File: config.mk
export PLATFORM = sky130hd
export DESIGN_NAME = pb_irq_ctrl
export DESIGN_NICKNAME = d
export VERILOG_FILES = /design/src/rtl/pb_irq_pkg.sv /design/src/rtl/pb_irq_sync.sv /design/src/rtl/pb_irq_ctrl.sv
export SDC_FILE = /design/constraint.sdc
export NUM_CORES = 1
export LEC_CHECK = 0
export CAP_MARGIN = 5
export CELL_PAD_IN_SITES_DETAIL_PLACEMENT = 1
export CELL_PAD_IN_SITES_GLOBAL_PLACEMENT = 2
export CORE_MARGIN = 2
export CORE_UTILIZATION = 33
export CTS_BUF_LIST = sky130_fd_sc_hd__clkbuf_16
export DETAILED_ROUTE_END_ITERATION = 10
export HOLD_SLACK_MARGIN = 0.12
export PLACE_DENSITY_LB_ADDON = 0.1
export SYNTH_ARGS = -nofsm -noshare
export SYNTH_HDL_FRONTEND = slang
export SYNTH_SLANG_ARGS = --single-unit
File: constraint.sdc
create_clock -name clk -period 1.2 [get_ports clk]
set_input_delay 0.3 -clock clk [delete_from_list [all_inputs] [get_ports clk]]
set_output_delay 0.3 -clock clk [all_outputs]
set_load 0.05 [all_outputs]
File: src/rtl/pb_irq_pkg.sv
// Shared definitions for the PicoBlaze interrupt controller: register map, FSM states
// and the fixed-priority helper used to build the VECTOR register.
package pb_irq_pkg;

  localparam logic [1:0] REG_PENDING  = 2'd0;
  localparam logic [1:0] REG_MASK     = 2'd1;
  localparam logic [1:0] REG_VECTOR   = 2'd2;
  localparam logic [1:0] REG_EDGE_EOI = 2'd3;

  localparam int VEC_VALID_BIT = 7;

  typedef enum logic [1:0] {
    ST_IDLE    = 2'd0,
    ST_ASSERT  = 2'd1,
    ST_SERVICE = 2'd2
  } state_e;

  // Lowest set index wins; index 0 is the highest priority.
  function automatic logic [2:0] lowest_idx(input logic [7:0] v);
    logic [2:0] idx;
    idx = 3'd0;
    for (int i = 7; i >= 0; i--) begin
      if (v[i]) idx = 3'(i);
    end
    return idx;
  endfunction

endpackage

File: src/rtl/pb_irq_sync.sv
// One interrupt source: 2-FF synchronizer plus rising-edge pulse; level valid 2 clk after
// the input changes, rise is a single-cycle pulse alongside it. No backpressure.
module pb_irq_sync (
  input  logic clk_i,
  input  logic rst_ni,
  input  logic src_i,
  output logic level_o,
  output logic rise_o
);

  logic meta_q;
  logic sync_q;
  logic prev_q;

  always_ff @(posedge clk_i or negedge rst_ni) begin
    if (!rst_ni) begin
      meta_q <= 1'b0;
      sync_q <= 1'b0;
      prev_q <= 1'b0;
    end else begin
      meta_q <= src_i;
      sync_q <= meta_q;
      prev_q <= sync_q;
    end
  end

  assign level_o = sync_q;
  assign rise_o  = sync_q & ~prev_q;

endmodule

File: src/rtl/pb_irq_ctrl.sv
// PicoBlaze interrupt controller: sync'd sources -> PENDING (3 clk) -> fixed-priority FSM driving
// interrupt/interrupt_ack; I/O-port register file with 1-cycle registered read, writes never stall.
module pb_irq_ctrl
  import pb_irq_pkg::*;
#(
  parameter int          NUM_SRC   = 8,
  parameter logic [7:0]  BASE_PORT = 8'hF0
) (
  input  logic               clk,
  input  logic               reset,
  input  logic [NUM_SRC-1:0] irq_src,
  input  logic [7:0]         port_id,
  input  logic               write_strobe,
  input  logic [7:0]         out_port,
  input  logic               read_strobe,
  output logic [7:0]         rd_data,
  output logic               rd_hit,
  output logic               interrupt,
  input  logic               interrupt_ack
);

  localparam logic [7:0] SRC_MASK = 8'((9'd1 << NUM_SRC) - 9'd1);

  logic [7:0] src_level;
  logic [7:0] src_rise;

  // Unimplemented source slots are tied off so the register file is always 8 bits wide.
  for (genvar g = 0; g < 8; g++) begin : g_src
    if (g < NUM_SRC) begin : g_on
      pb_irq_sync u_sync (
        .clk_i   (clk),
        .rst_ni  (reset),
        .src_i   (irq_src[g]),
        .level_o (src_level[g]),
        .rise_o  (src_rise[g])
      );
    end else begin : g_off
      assign src_level[g] = 1'b0;
      assign src_rise[g]  = 1'b0;
    end
  end

  logic unused_read_strobe;
  assign unused_read_strobe = read_strobe;

  logic [7:0] pending_q, pending_d;
  logic [7:0] mask_q,    mask_d;
  logic [7:0] edge_q,    edge_d;
  logic [7:0] vector_q,  vector_d;
  logic [7:0] rd_data_q, rd_data_d;
  logic       rd_hit_q;
  logic       irq_q;
  state_e     state_q;

  logic       port_hit;
  logic [1:0] port_off;
  logic       wr_en;
  logic       wr_pending;
  logic       wr_mask;
  logic       eoi;
  logic [7:0] set_vec;
  logic [7:0] masked;
  logic       active;

  assign port_hit   = (port_id[7:2] == BASE_PORT[7:2]);
  assign port_off   = port_id[1:0];
  assign wr_en      = write_strobe & port_hit;
  assign wr_pending = wr_en & (port_off == REG_PENDING);
  assign wr_mask    = wr_en & (port_off == REG_MASK);
  assign eoi        = wr_en & (port_off == REG_EDGE_EOI);

  assign set_vec = ((edge_q & src_rise) | (~edge_q & src_level)) & SRC_MASK;
  assign masked  = pending_q & mask_q;
  assign active  = |masked;

  // Set is OR'ed in after the W1C so a same-cycle request is never lost.
  always_comb begin
    pending_d = pending_q;
    mask_d    = mask_q;
    edge_d    = edge_q;
    if (wr_pending) pending_d = pending_q & ~out_port;
    pending_d = (pending_d | set_vec) & SRC_MASK;
    if (wr_mask) mask_d = out_port & SRC_MASK;
    if (eoi)     edge_d = out_port & SRC_MASK;
  end

  always_comb begin
    vector_d = 8'h00;
    if (active) begin
      vector_d[VEC_VALID_BIT] = 1'b1;
      vector_d[2:0]           = lowest_idx(masked);
    end
  end

  always_comb begin
    rd_data_d = 8'h00;
    if (port_hit) begin
      case (port_off)
        REG_PENDING:  rd_data_d = pending_q;
        REG_MASK:     rd_data_d = mask_q;
        REG_VECTOR:   rd_data_d = vector_q;
        REG_EDGE_EOI: rd_data_d = edge_q;
        default:      rd_data_d = 8'h00;
      endcase
    end
  end

  always_ff @(posedge clk or negedge reset) begin
    if (!reset) begin
      pending_q <= 8'h00;
      mask_q    <= 8'h00;
      edge_q    <= 8'h00;
      rd_data_q <= 8'h00;
      rd_hit_q  <= 1'b0;
    end else begin
      pending_q <= pending_d;
      mask_q    <= mask_d;
      edge_q    <= edge_d;
      rd_data_q <= rd_data_d;
      rd_hit_q  <= port_hit;
    end
  end

  // interrupt is held through ASSERT regardless of active; VECTOR is decided at the ack.
  always_ff @(posedge clk or negedge reset) begin
    if (!reset) begin
      state_q  <= ST_IDLE;
      irq_q    <= 1'b0;
      vector_q <= 8'h00;
    end else begin
      case (state_q)
        ST_IDLE: begin
          if (active) begin
            state_q <= ST_ASSERT;
            irq_q   <= 1'b1;
          end
        end
        ST_ASSERT: begin
          if (interrupt_ack) begin
            state_q  <= ST_SERVICE;
            irq_q    <= 1'b0;
            vector_q <= vector_d;
          end
        end
        ST_SERVICE: begin
          if (eoi) state_q <= ST_IDLE;
        end
        default: begin
          state_q <= ST_IDLE;
          irq_q   <= 1'b0;
        end
      endcase
    end
  end

  assign rd_data   = rd_data_q;
  assign rd_hit    = rd_hit_q;
  assign interrupt = irq_q;

endmodule

Yosys cells after proc, flatten, opt, wreduce, memory -nomap -nowiden

Index checks and enable logic that the tools add are counted.

Input port bits: 29
Output and inout port bits: 10
Flip-flop bits (word level): 64

Reduce and logical (&&, ||, !) cells: 6
Equality and inequality tests: 9
Multiplexer cells: 20
Bitwise gates (word level): 29

Operators with widths:

| operator                                                         | count |
|---|---|
| 8-bit bitwise AND                                                | 4 |
| 8-bit one-hot mux with 4 select lines                            | 1 |
| 3-bit two-way mux                                                | 9 |
| 8-bit two-way mux                                                | 2 |
| 8-bit NOT                                                        | 2 |
| 8-bit bitwise OR                                                 | 2 |
| 1-bit bitwise AND                                                | 12 |
| 1-bit NOT                                                        | 9 |
| 8-bit OR reduction                                               | 1 |
| 2-bit == test (second input constant)                            | 3 |
| 6-bit == test (second input constant)                            | 1 |
| 2-bit two-way mux                                                | 3 |
| 2-bit inequality test (second input constant)                    | 3 |
| 2-bit one-hot mux with 3 select lines                            | 1 |
| 3-bit AND reduction                                              | 2 |
| 2-bit by 1-bit == test with 1-bit output (second input constant) | 2 |
| 2-bit zero test                                                  | 2 |
| 1-bit two-way mux                                                | 3 |
| 1-bit one-hot mux with 3 select lines                            | 1 |
| 2-bit AND reduction                                              | 1 |

Logic depth before layout (Yosys ltp)

Gate-level depths: netlist (run 1).

Depth after elaboration: 10
Depth in mapped cells: 6
Depth with buffers taken out: 4

Modules after synthesis

Synthesis (run 1) repeated with hierarchy kept, for this count alone.

Cells, all modules: 184
Area, all modules: 2,591.2 µm²

Modules (own cells, without submodules):

| module      | area each (µm²) | cells an instance | times used | seq. area each (µm²) |
|---|---|---|---|---|
| pb_irq_ctrl | 1,880.6         | 152               | 1          | 1,001.0 |
| pb_irq_sync | 88.8            | 4                 | 8          | 75.1 |

Least setup slack after synthesis (run 1)

OpenSTA, ideal clock, no wires.

Path type: in2reg
Start point: input port port_id[2]
End point: register edge_q[0]
Arrival time: 1.352 ns
Setup time: 0.125 ns
Stages on the path: 4
Path slack: -0.277 ns
Path buffers: 0
Cell sequence: and4bb_2 -> nand4_4 -> nor2_8 -> mux2_2

Word-level cells in the longest chain between the ends: 3

RTL lines:

| element              | RTL line           | source |
|---|---|---|
| from (decl)          | pb_irq_ctrl.sv:12  | `input logic [7:0] port_id,` |
| 6-bit == test        | pb_irq_ctrl.sv:65  | `assign port_hit = (port_id[7:2] == BASE_PORT[7:2]);` |
| 1-bit bitwise AND    | pb_irq_ctrl.sv:67  | `assign wr_en = write_strobe & port_hit;` |
| 1-bit bitwise AND    | pb_irq_ctrl.sv:70  | `assign eoi = wr_en & (port_off == REG_EDGE_EOI);` |
| to (signal assigned) | pb_irq_ctrl.sv:118 | `edge_q <= edge_d;` |
| to (decl)            | pb_irq_ctrl.sv:48  | `logic [7:0] edge_q, edge_d;` |

No other way between the ends.
A chain may end at the register's enable or synchronous reset.

Final worst setup path (run 1)

Start point: input port port_id[3]
End point: register mask_q[1]

Word-level cells in the longest chain between the ends: 3

RTL lines:

| element              | RTL line           | source |
|---|---|---|
| 6-bit == test        | pb_irq_ctrl.sv:65  |  |
| 1-bit bitwise AND    | pb_irq_ctrl.sv:67  |  |
| 1-bit bitwise AND    | pb_irq_ctrl.sv:69  | `assign wr_mask = wr_en & (port_off == REG_MASK);` |
| to (signal assigned) | pb_irq_ctrl.sv:117 | `mask_q <= mask_d;` |
| to (decl)            | pb_irq_ctrl.sv:47  | `logic [7:0] mask_q, mask_d;` |

No other way between the ends.

==> impl_metrics.json, run 1 <==
{
  "status": "finished with violations",
  "violations": "setup timing",
  "dp_slack_ps": -824,
  "total_power_mw": 5.49,
  "gp_congestion": 0.834,
  "min_from": "g_src[3].g_on.u_sync.meta_q",
  "gr-total-overflow": 0,
  "fin_util_pct": 52.6,
  "synthTopCellsByCount": "dfrtp_1, nand2_1, mux2_2",
  "postPlaceCellArea_um2": 3320,
  "setup_violations": 27,
  "multi_input_area_um2": 952,
  "drt_wl_total_um": 6100,
  "synth_top_area_share_pct": 65.7,
  "antenna_found_initial": 0,
  "core_um2": 7210,
  "p_leak_nw": 1.71,
  "crit_buf_inv": 1,
  "drt-pass1-iter-count": 4,
  "slew_headroom_pct": 80.0,
  "grt_start_max_net_pins": 31,
  "cap_violations": 0,
  "dieArea_um2": 8090,
  "drt_iter0_drc": 43,
  "synth_simple_gate_area_share_pct": 11.1,
  "stdcell_area_um2": 3800,
  "worstPathRequired_ps": 1400,
  "ioPinCount": 39,
  "worstSetupPathType": "input pin to register",
  "synth_flop_cell": "dfrtp_1",
  "synth_area_leaders": "dfrtp_1, mux2_2, nand2_1",
  "drc_errors": 0,
  "yosysTopAreaCell": "dfrtp_1",
  "syn_area_um2": 2440,
  "hpwlAfterDp_um": 4280,
  "ys_types": 26,
  "tritoncts": "done",
  "synth_mux_area_share_pct": 12.9,
  "p_switching_mw": 1.36,
  "synthXorXnorAreaFrac_pct": 0,
  "final_layout_size_suffix_gt1_share_pct": 45.8,
  "end_kind": "register",
  "reg2reg_from": "mask_q[1]",
  "p_int_mw": 4.13,
  "antennaDiodeCount": 0,
  "whs_ps": 346,
  "hold_path_class": "register to register",
  "ys_ff_latch": 64,
  "regArea_um2": 1610,
  "synth_compound_area_share_pct": 8.98,
  "fin_cells": 363,
  "vias_per_cell": 4.79,
  "grt_usage_pct": 16.6,
  "clock_latency_ps": 320,
  "std_cell_rows": 31,
  "fillers": 748,
  "holdPathEnd": "g_src[3].g_on.u_sync.level_o",
  "timing.final.hold_violations": 0,
  "die_w_um": 89.9,
  "synthCells": 170,
  "syn_area_per_cell_um2": 14.3,
  "reg2reg_depth": 4,
  "nets": 288,
  "ant_nets": 0,
  "grt_pass1_wl_um": 10300,
  "yosysWarnings": 0,
  "grt_pass1_vias": 1923,
  "fp.dieH_um": 89.9,
  "vias": 1738,
  "post-synth-top-count-cell": "dfrtp_1",
  "start_kind": "input pin",
  "seq_area_frac_synth_pct": 65.7,
  "cts_max_level": 3,
  "min_period_ps": 1330,
  "ir_drop_v": 0.000666,
  "clockBufferDepth": 2,
  "numCtsBuffers": 9,
  "synth_top_family_by_area": "multiplexers",
  "min_period_over_period_pct": 111,
  "p_comb_share_pct": 15.2,
  "tightest_slew_ps": 300,
  "hold_path_depth": 0,
  "initial_core_util_pct": 33.8,
  "cts_root_buf": "clkbuf_16",
  "crit_chain": "buf_6, and4bb_2, nand4_4, nor2_8, mux2_4",
  "wl_per_cell_um": 16.8,
  "power_density_nw_per_um2": 1450,
  "rsz0062_at_grt": "true",
  "max_freq_mhz": 753,
  "pwr-share-seq_pct": 44.3,
  "crit_arrival_ps": 1530,
  "path_max_fanout": 8,
  "numClockSinks": 64,
  "synth_fa_ha_area_share_pct": 0,
  "setup_tns_ps": -2020,
  "crit_family": "simple AND/OR/NAND/NOR gates",
  "synth_edf_count": 0,
  "critPathSlowestCell": "and4bb_2",
  "swShare_pct": 24.8,
  "r2r_setup_slack_ps": -90,
  "clk_pin_slew_ps": 50,
  "numPlacedInstances": 334,
  "r2r-end": "vector_q[0]",
  "slew_violations": 0,
  "clkPwrFrac_pct": 40.5,
  "numPortBuffers": 37,
  "synth_nets": 199,
  "fin_skew_ps": 7.32,
  "fin_ws_ps": -128,
  "synthArstFlopShare_pct": 100,
  "synthToLayoutAreaGrowth_pct": 55.7,
  "cpPeakStageDelay_ps": 330
}
==> flip-flops by register name, summed over array words and instances, names as in the netlist <==
register / flops
g_src.g_on.u_sync.meta_q: 8
vector_q: 4
mask_q: 8
rd_data: 8
interrupt: 1
edge_q: 8
g_src.g_on.u_sync.level_o: 8
rd_hit: 1
g_src.g_on.u_sync.prev_q: 8
pending_q: 8
state_q: 2
==> how the worst max path moves through the flow <==
stage                     startpoint     endpoint  slack (ps)  cells past startpoint
final                     port_id[3]    mask_q[1]        -130                      5
after global routing       mask_q[1]  vector_q[0]        -160                      4
after CTS                 port_id[2]    mask_q[1]        -140                      5
after detailed placement  port_id[5]    edge_q[0]        -820                      5
after global placement    port_id[3]    edge_q[3]        -760                      5
after floorplan           port_id[2]    edge_q[0]        -280                      4
==> cells by family (layout without fill, tap and decap cells) <==
group | count (synthesis) | after routing
mux | 24 | 24
buf+inv | 6 | 99
simple gates | 47 | 48
compound gates | 29 | 29
flops | 64 | 64
==> cell usage in the layout (no fill, tap or decap), drive strengths merged <==
cell type / Yosys / final
dfrtp: 64 / 64
buf: 3 / 57
nand2: 26 / 26
mux2: 20 / 20
clkdlybuf4s50: 0 / 17
a22o: 9 / 9
clkbuf: 0 / 9
nor2: 8 / 9
a22oi: 8 / 8
o21ai: 6 / 6
inv: 3 / 5
mux4: 4 / 4
and3: 4 / 4
clkinv: 0 / 4
dlygate4sd2: 0 / 3
and4: 2 / 2
a211oi: 2 / 2
a32oi: 2 / 2
clkdlybuf4s15: 0 / 2
and2: 2 / 2
and4bb: 1 / 1
nand4: 1 / 1
nand3b: 1 / 1
nand3: 1 / 1
nand2b: 1 / 1
a21bo: 1 / 1
o31ai: 1 / 1
clkinvlp: 0 / 1
dlygate4sd3: 0 / 1
==> cell type report <==
class,count,area share (%)
clock buffer,9,5.93
timing repair buffer,80,22.3
inverter,3,0.297
tap,99,3.26
sequential,64,42.3
multi-input combinational,101,25.1
clock inverter,7,0.824
==> power by group through the flow <==
stage                     logic [mW]  registers [mW]  clock network, mW
after floorplan                0.281            2.50                  0
after global placement         0.714            2.45                  0
after detailed placement       0.739            2.47                  0
after CTS                      0.813            2.43               2.27
after global routing           0.898            2.45               2.38
final                          0.835            2.43               2.23
==> routing by layer <==
metal  global-route usage, %  vias up  wire length [um]
met1                    21.6      896              2720
met4                    7.69        0                96
met2                    26.6       34              3070
met3                    3.94        9               208
li1                        -      799                 -
met5                       0        -                 0
==> repair_timing <==
action | 4_1_cts | 5_1_grt
resized for setup | 49 | 16
setup endpoints to repair | 38 | 37
cloned | 1 | 0
hold buffers | 1 | 0
pin swaps | 14 | 9
hold endpoints to repair | 8 | 0
buffers inserted | 7 | 4
Power figures use the tool's default switching activity.
==> run 2, diff against run 1 <==
--- a/config.mk
+++ b/config.mk
@@ -17,3 +17,4 @@
 export SYNTH_ARGS = -nofsm -noshare
 export SYNTH_HDL_FRONTEND = slang
 export SYNTH_SLANG_ARGS = --single-unit
+export TNS_END_PERCENT = 20
==> impl_metrics.json, run 2 (synthesis results as in run 1) <==
{
  "critPathSlowestCell": "mux2_4",
  "crit_family": "simple AND/OR/NAND/NOR gates",
  "path_max_fanout": 8,
  "std_cell_rows": 31,
  "final_cell_mix": "dfrtp_1, buf_4, nand2_1",
  "cpPeakStageDelay_ps": 340,
  "fin_skew_ps": 5.97,
  "vias": 1770,
  "worstSetupPathType": "input pin to register",
  "final_common_cell": "dfrtp_1",
  "slew_headroom_pct": 76.2,
  "core_um2": 7210,
  "numClockSinks": 64,
  "max_freq_mhz": 752,
  "grt_start_max_net_pins": 65,
  "wl_per_cell_um": 18.7,
  "die_w_um": 89.9,
  "r2r-end": "vector_q[0]",
  "gr-total-overflow": 0,
  "clk_pin_slew_ps": 60,
  "fillers": 714,
  "reg2reg_from": "mask_q[6]",
  "drc_errors": 0,
  "crit_chain": "buf_6, and4bb_2, nand4_4, nor2_8, mux2_4",
  "cap_violations": 0,
  "rsz0062_at_grt": "true",
  "whs_ps": 346,
  "reg2reg_depth": 4,
  "fp.dieH_um": 89.9,
  "min_period_ps": 1330,
  "slew_violations": 0,
  "initial_core_util_pct": 33.8,
  "crit_cells": 5,
  "cts_root_buf": "clkbuf_16",
  "hold_path_class": "register to register",
  "r2r_setup_slack_ps": -90,
  "setup_tns_ps": -2730,
  "ioPinCount": 39,
  "antenna_found_initial": 0,
  "crit_start": "port_id[3]",
  "numCtsBuffers": 9,
  "synthToLayoutAreaGrowth_pct": 58.7,
  "grt_pass1_vias": 2078,
  "ir_drop_v": 0.000800,
  "nets": 285,
  "hpwlAfterDp_um": 4230,
  "ant_nets": 0,
  "endpoint": "mask_q[5]",
  "dp_slack_ps": -803,
  "violations": "setup timing",
  "fin_ws_ps": -129,
  "drt_iter0_drc": 52,
  "antennaDiodeCount": 0,
  "crit_buf_inv": 1,
  "clockBufferDepth": 2,
  "min_period_over_period_pct": 111,
  "vias_per_cell": 4.92,
  "setup_violations": 32,
  "cts_max_level": 3,
  "grt_pass1_wl_um": 11100,
  "start_kind": "input pin",
  "drt_wl_total_um": 6730,
  "numPortBuffers": 37,
  "power_density_nw_per_um2": 1730,
  "p_leak_nw": 1.73,
  "tightest_slew_ps": 357,
  "end_kind": "register",
  "status": "finished with violations",
  "final_layout_size_suffix_gt1_share_pct": 43.7,
  "timing.final.hold_violations": 0,
  "drt-pass1-iter-count": 4,
  "worstPathRequired_ps": 1410,
  "total_power_mw": 6.70,
  "gp_congestion": 0.822,
  "clock_latency_ps": 330,
  "crit_arrival_ps": 1540,
  "grt_usage_pct": 18.2,
  "tritoncts": "done",
  "dieArea_um2": 8090
}
run 2: changes by cell type in the layout (fill, tap and decap cells not counted), moves of 3 or more:
| cell | previous run | this run |
|---|---|---|
| nand2_1 | 22 | 26 |
| clkinv_1 | 3 | 0 |
| nand2_2 | 3 | 0 |
| and3_1 | 3 | 0 |
| and3_4 | 1 | 4 |
| bufinv_16 | 0 | 5 |
run 2: power by group:
| part | total, mW | switching [mW] | internal (mW) |
|---|---|---|---|
| Combinational | 0.831 | 0.389 | 0.442 |
| Clock | 3.44 | 0.979 | 2.46 |
| Sequential | 2.43 | 0.110 | 2.32 |
run 2: area by class of cell:
class                      count  area [um^2]  share of cell area, %
sequential                    64         1600                   41.4
multi-input combinational    101          926                   23.9
timing repair buffer          77          811                   21.0
clock buffer                   9          225                   5.82
clock inverter                 7          168                   4.34
tap                           99          124                   3.20
inverter                       3         11.3                  0.291
run 2: timing repair:
action / 4_1_cts / 5_1_grt
hold buffers: 1 / 0
gates cloned: 1 / 0
setup buffers: 5 / 1
pin swaps: 16 / 5
gates resized for setup: 51 / 6
hold endpoints to repair: 64 / 0
endpoints found under the setup margin: 41 / 38
run 2: how the worst min path moves through the flow:
stage	start	endpoint	slack, ps	cells past startpoint
after detailed placement	g_src[5].g_on.u_sync.meta_q	g_src[5].g_on.u_sync.level_o	340	0
after global routing	g_src[0].g_on.u_sync.meta_q	g_src[0].g_on.u_sync.level_o	360	0
after global placement	reset	g_src[1].g_on.u_sync.level_o	330	2
after floorplan	reset	edge_q[0]	4	0
final	g_src[0].g_on.u_sync.meta_q	g_src[0].g_on.u_sync.level_o	350	0
after CTS	g_src[0].g_on.u_sync.meta_q	g_src[0].g_on.u_sync.level_o	350	0
run 2: layer usage:
| metal | routed length [um] | up-vias | GRT usage, % |
|---|---|---|---|
| met4 | 106 | 0 | 6.41 |
| met3 | 242 | 11 | 4.95 |
| met2 | 3620 | 38 | 32.6 |
| li1 | - | 793 | - |
| met5 | 0 | - | 0 |
| met1 | 2760 | 928 | 20.9 |
run 2: metrics by stage:
stage	instance area, um^2	cells	util, %
floorplan	2440	170	-
global placement	3280	336	45.5
detailed placement	3280	336	45.5
CTS	3840	359	53.2
global route	3870	360	53.6
finish	3870	360	53.6
run 2: worst register-to-register path, cell delays in order, from the launching register on:
cell and delay [ps]:
dfrtp_1 390, a22oi_2 270, and4_4 280, a211oi_1 60, a22o_1 180
==> run 3, diff against run 2 <==
--- a/config.mk
+++ b/config.mk
@@ -9,7 +9,7 @@
 export CELL_PAD_IN_SITES_DETAIL_PLACEMENT = 1
 export CELL_PAD_IN_SITES_GLOBAL_PLACEMENT = 2
 export CORE_MARGIN = 2
-export CORE_UTILIZATION = 33
+export CORE_UTILIZATION = 25
 export CTS_BUF_LIST = sky130_fd_sc_hd__clkbuf_16
 export DETAILED_ROUTE_END_ITERATION = 10
 export HOLD_SLACK_MARGIN = 0.12
==> impl_metrics.json, run 3 (synthesis results as in run 1) <==
{
  "holdPathEnd": "g_src[4].g_on.u_sync.level_o",
  "cap_violations": 0,
  "timing.final.hold_violations": 0,
  "status": "finished with violations",
  "numCtsBuffers": 9,
  "start_kind": "input pin",
  "clock_latency_ps": 320,
  "crit_arrival_ps": 1540,
  "violations": "setup timing",
  "total_power_mw": 5.72,
  "initial_core_util_pct": 25.3,
  "core_um2": 9640,
  "ioPinCount": 39,
  "vias_per_cell": 4.39,
  "setup_violations": 31,
  "drc_errors": 0,
  "min_period_over_period_pct": 112,
  "regArea_um2": 1600,
  "end_kind": "register",
  "dp_slack_ps": -818,
  "cts_max_level": 3,
  "worstSetupPathType": "input pin to register",
  "final_cell_mix": "dfrtp_1, buf_4, nand2_1",
  "clockBufferDepth": 2,
  "fin_cells": 394,
  "p_leak_nw": 1.70,
  "final_layout_size_suffix_gt1_share_pct": 44.1,
  "power_density_nw_per_um2": 1500,
  "drt-pass1-iter-count": 3,
  "cpPeakStageDelay_ps": 330,
  "gp_congestion": 0.764,
  "ant_nets": 0,
  "crit_family": "simple AND/OR/NAND/NOR gates",
  "grt_usage_pct": 13.8,
  "grt_pass1_wl_um": 10700,
  "fillers": 1026,
  "wl_per_cell_um": 16.1,
  "drt_iter0_drc": 50,
  "slew_violations": 0,
  "nets": 286,
  "reg2reg_from": "mask_q[5]",
  "reg2reg_depth": 5,
  "drt_wl_total_um": 6360,
  "highest_layer": "met4",
  "cts_root_buf": "clkbuf_16",
  "r2r-end": "vector_q[0]",
  "fin_skew_ps": 6.54,
  "wl_met1_um": 2870,
  "min_from": "g_src[4].g_on.u_sync.meta_q",
  "gr-total-overflow": 0,
  "synthToLayoutAreaGrowth_pct": 56.8,
  "wl_met2_um": 3130,
  "r2r_setup_slack_ps": -110,
  "grt_start_max_net_pins": 65,
  "hold_path_class": "register to register",
  "crit_buf_inv": 1,
  "min_period_ps": 1340,
  "dieArea_um2": 10600,
  "path_max_fanout": 8,
  "tightest_slew_ps": 355,
  "grt_pass1_vias": 1956,
  "tritoncts": "done",
  "multi_input_area_um2": 942,
  "max_freq_mhz": 747,
  "numPlacedInstances": 373,
  "numClockSinks": 64,
  "vias": 1728,
  "die_w_um": 103,
  "rsz0062_at_grt": "true",
  "hold_path_depth": 0,
  "wl_met3_um": 237,
  "hpwlAfterDp_um": 4320,
  "crit_chain": "buf_6, and4bb_2, nand4_4, nor2_8, mux2_4",
  "antennaDiodeCount": 0,
  "std_cell_rows": 36,
  "critPathSlowestCell": "and4bb_2",
  "ir_drop_v": 0.000668,
  "numPortBuffers": 37,
  "clk_pin_slew_ps": 50,
  "whs_ps": 346,
  "fp.dieH_um": 103,
  "fin_ws_ps": -139,
  "slew_headroom_pct": 76.4,
  "antenna_found_initial": 0,
  "worstPathRequired_ps": 1400,
  "crit_start": "port_id[3]",
  "final_common_cell": "dfrtp_1"
}
run 3: final cells by class:
class | instances | area share, %
clock inverters | 6 | 1.41
clock buffers | 9 | 5.89
inverters | 3 | 0.295
well taps | 133 | 4.35
multi-input cells | 101 | 24.7
repair buffers | 78 | 21.4
flip-flops and latches | 64 | 42.0
run 3: metrics by stage:
stage	utilization (%)	setup TNS [ps]	cell area, um^2
6_report	39.6	-2690	3820
3_5_place_dp	34.8	-24770	3360
2_1_floorplan	-	-6020	2440
3_3_place_gp	34.8	-23410	3360
5_1_grt	39.6	-4120	3820
4_1_cts	39.1	-2890	3770
run 3: worst max-delay path by stage:
| stage | to | slack [ps] | depth (start not counted) |
|---|---|---|---|
| final | mask_q[0] | -140 | 5 |
| after global routing | vector_q[0] | -190 | 5 |
| after detailed placement | edge_q[7] | -820 | 5 |
| after CTS | mask_q[6] | -160 | 5 |
| after floorplan | edge_q[0] | -280 | 4 |
| after global placement | edge_q[6] | -760 | 5 |
run 3: per-layer routing:
metal | vias to the layer above | GRT usage (%)
met5 | - | 0
met4 | 0 | 5.77
met3 | 12 | 3.05
met2 | 36 | 22.2
met1 | 894 | 18.1
li1 | 786 | -
run 3: what timing repair did:
action / CTS / global route
endpoints found under the hold margin: 64 / 0
setup endpoints to repair: 40 / 40
gates resized for setup: 52 / 11
hold buffers: 1 / 0
gates cloned: 1 / 0
setup buffers: 2 / 2
pin swaps: 12 / 9
run 3: worst register-to-register path, stage by stage (launching register included):
cell and delay (ps):
dfrtp_1 390, a22oi_2 190, buf_4 140, and4_4 240, a211oi_1 50, a22o_1 190
run 3: where the power goes:
group	leakage, nW	switching [mW]	internal, mW
Sequential	0.787	0.112	2.32
Clock	0.141	0.877	1.57
Combinational	0.768	0.382	0.460
Total	1.70	1.37	4.35
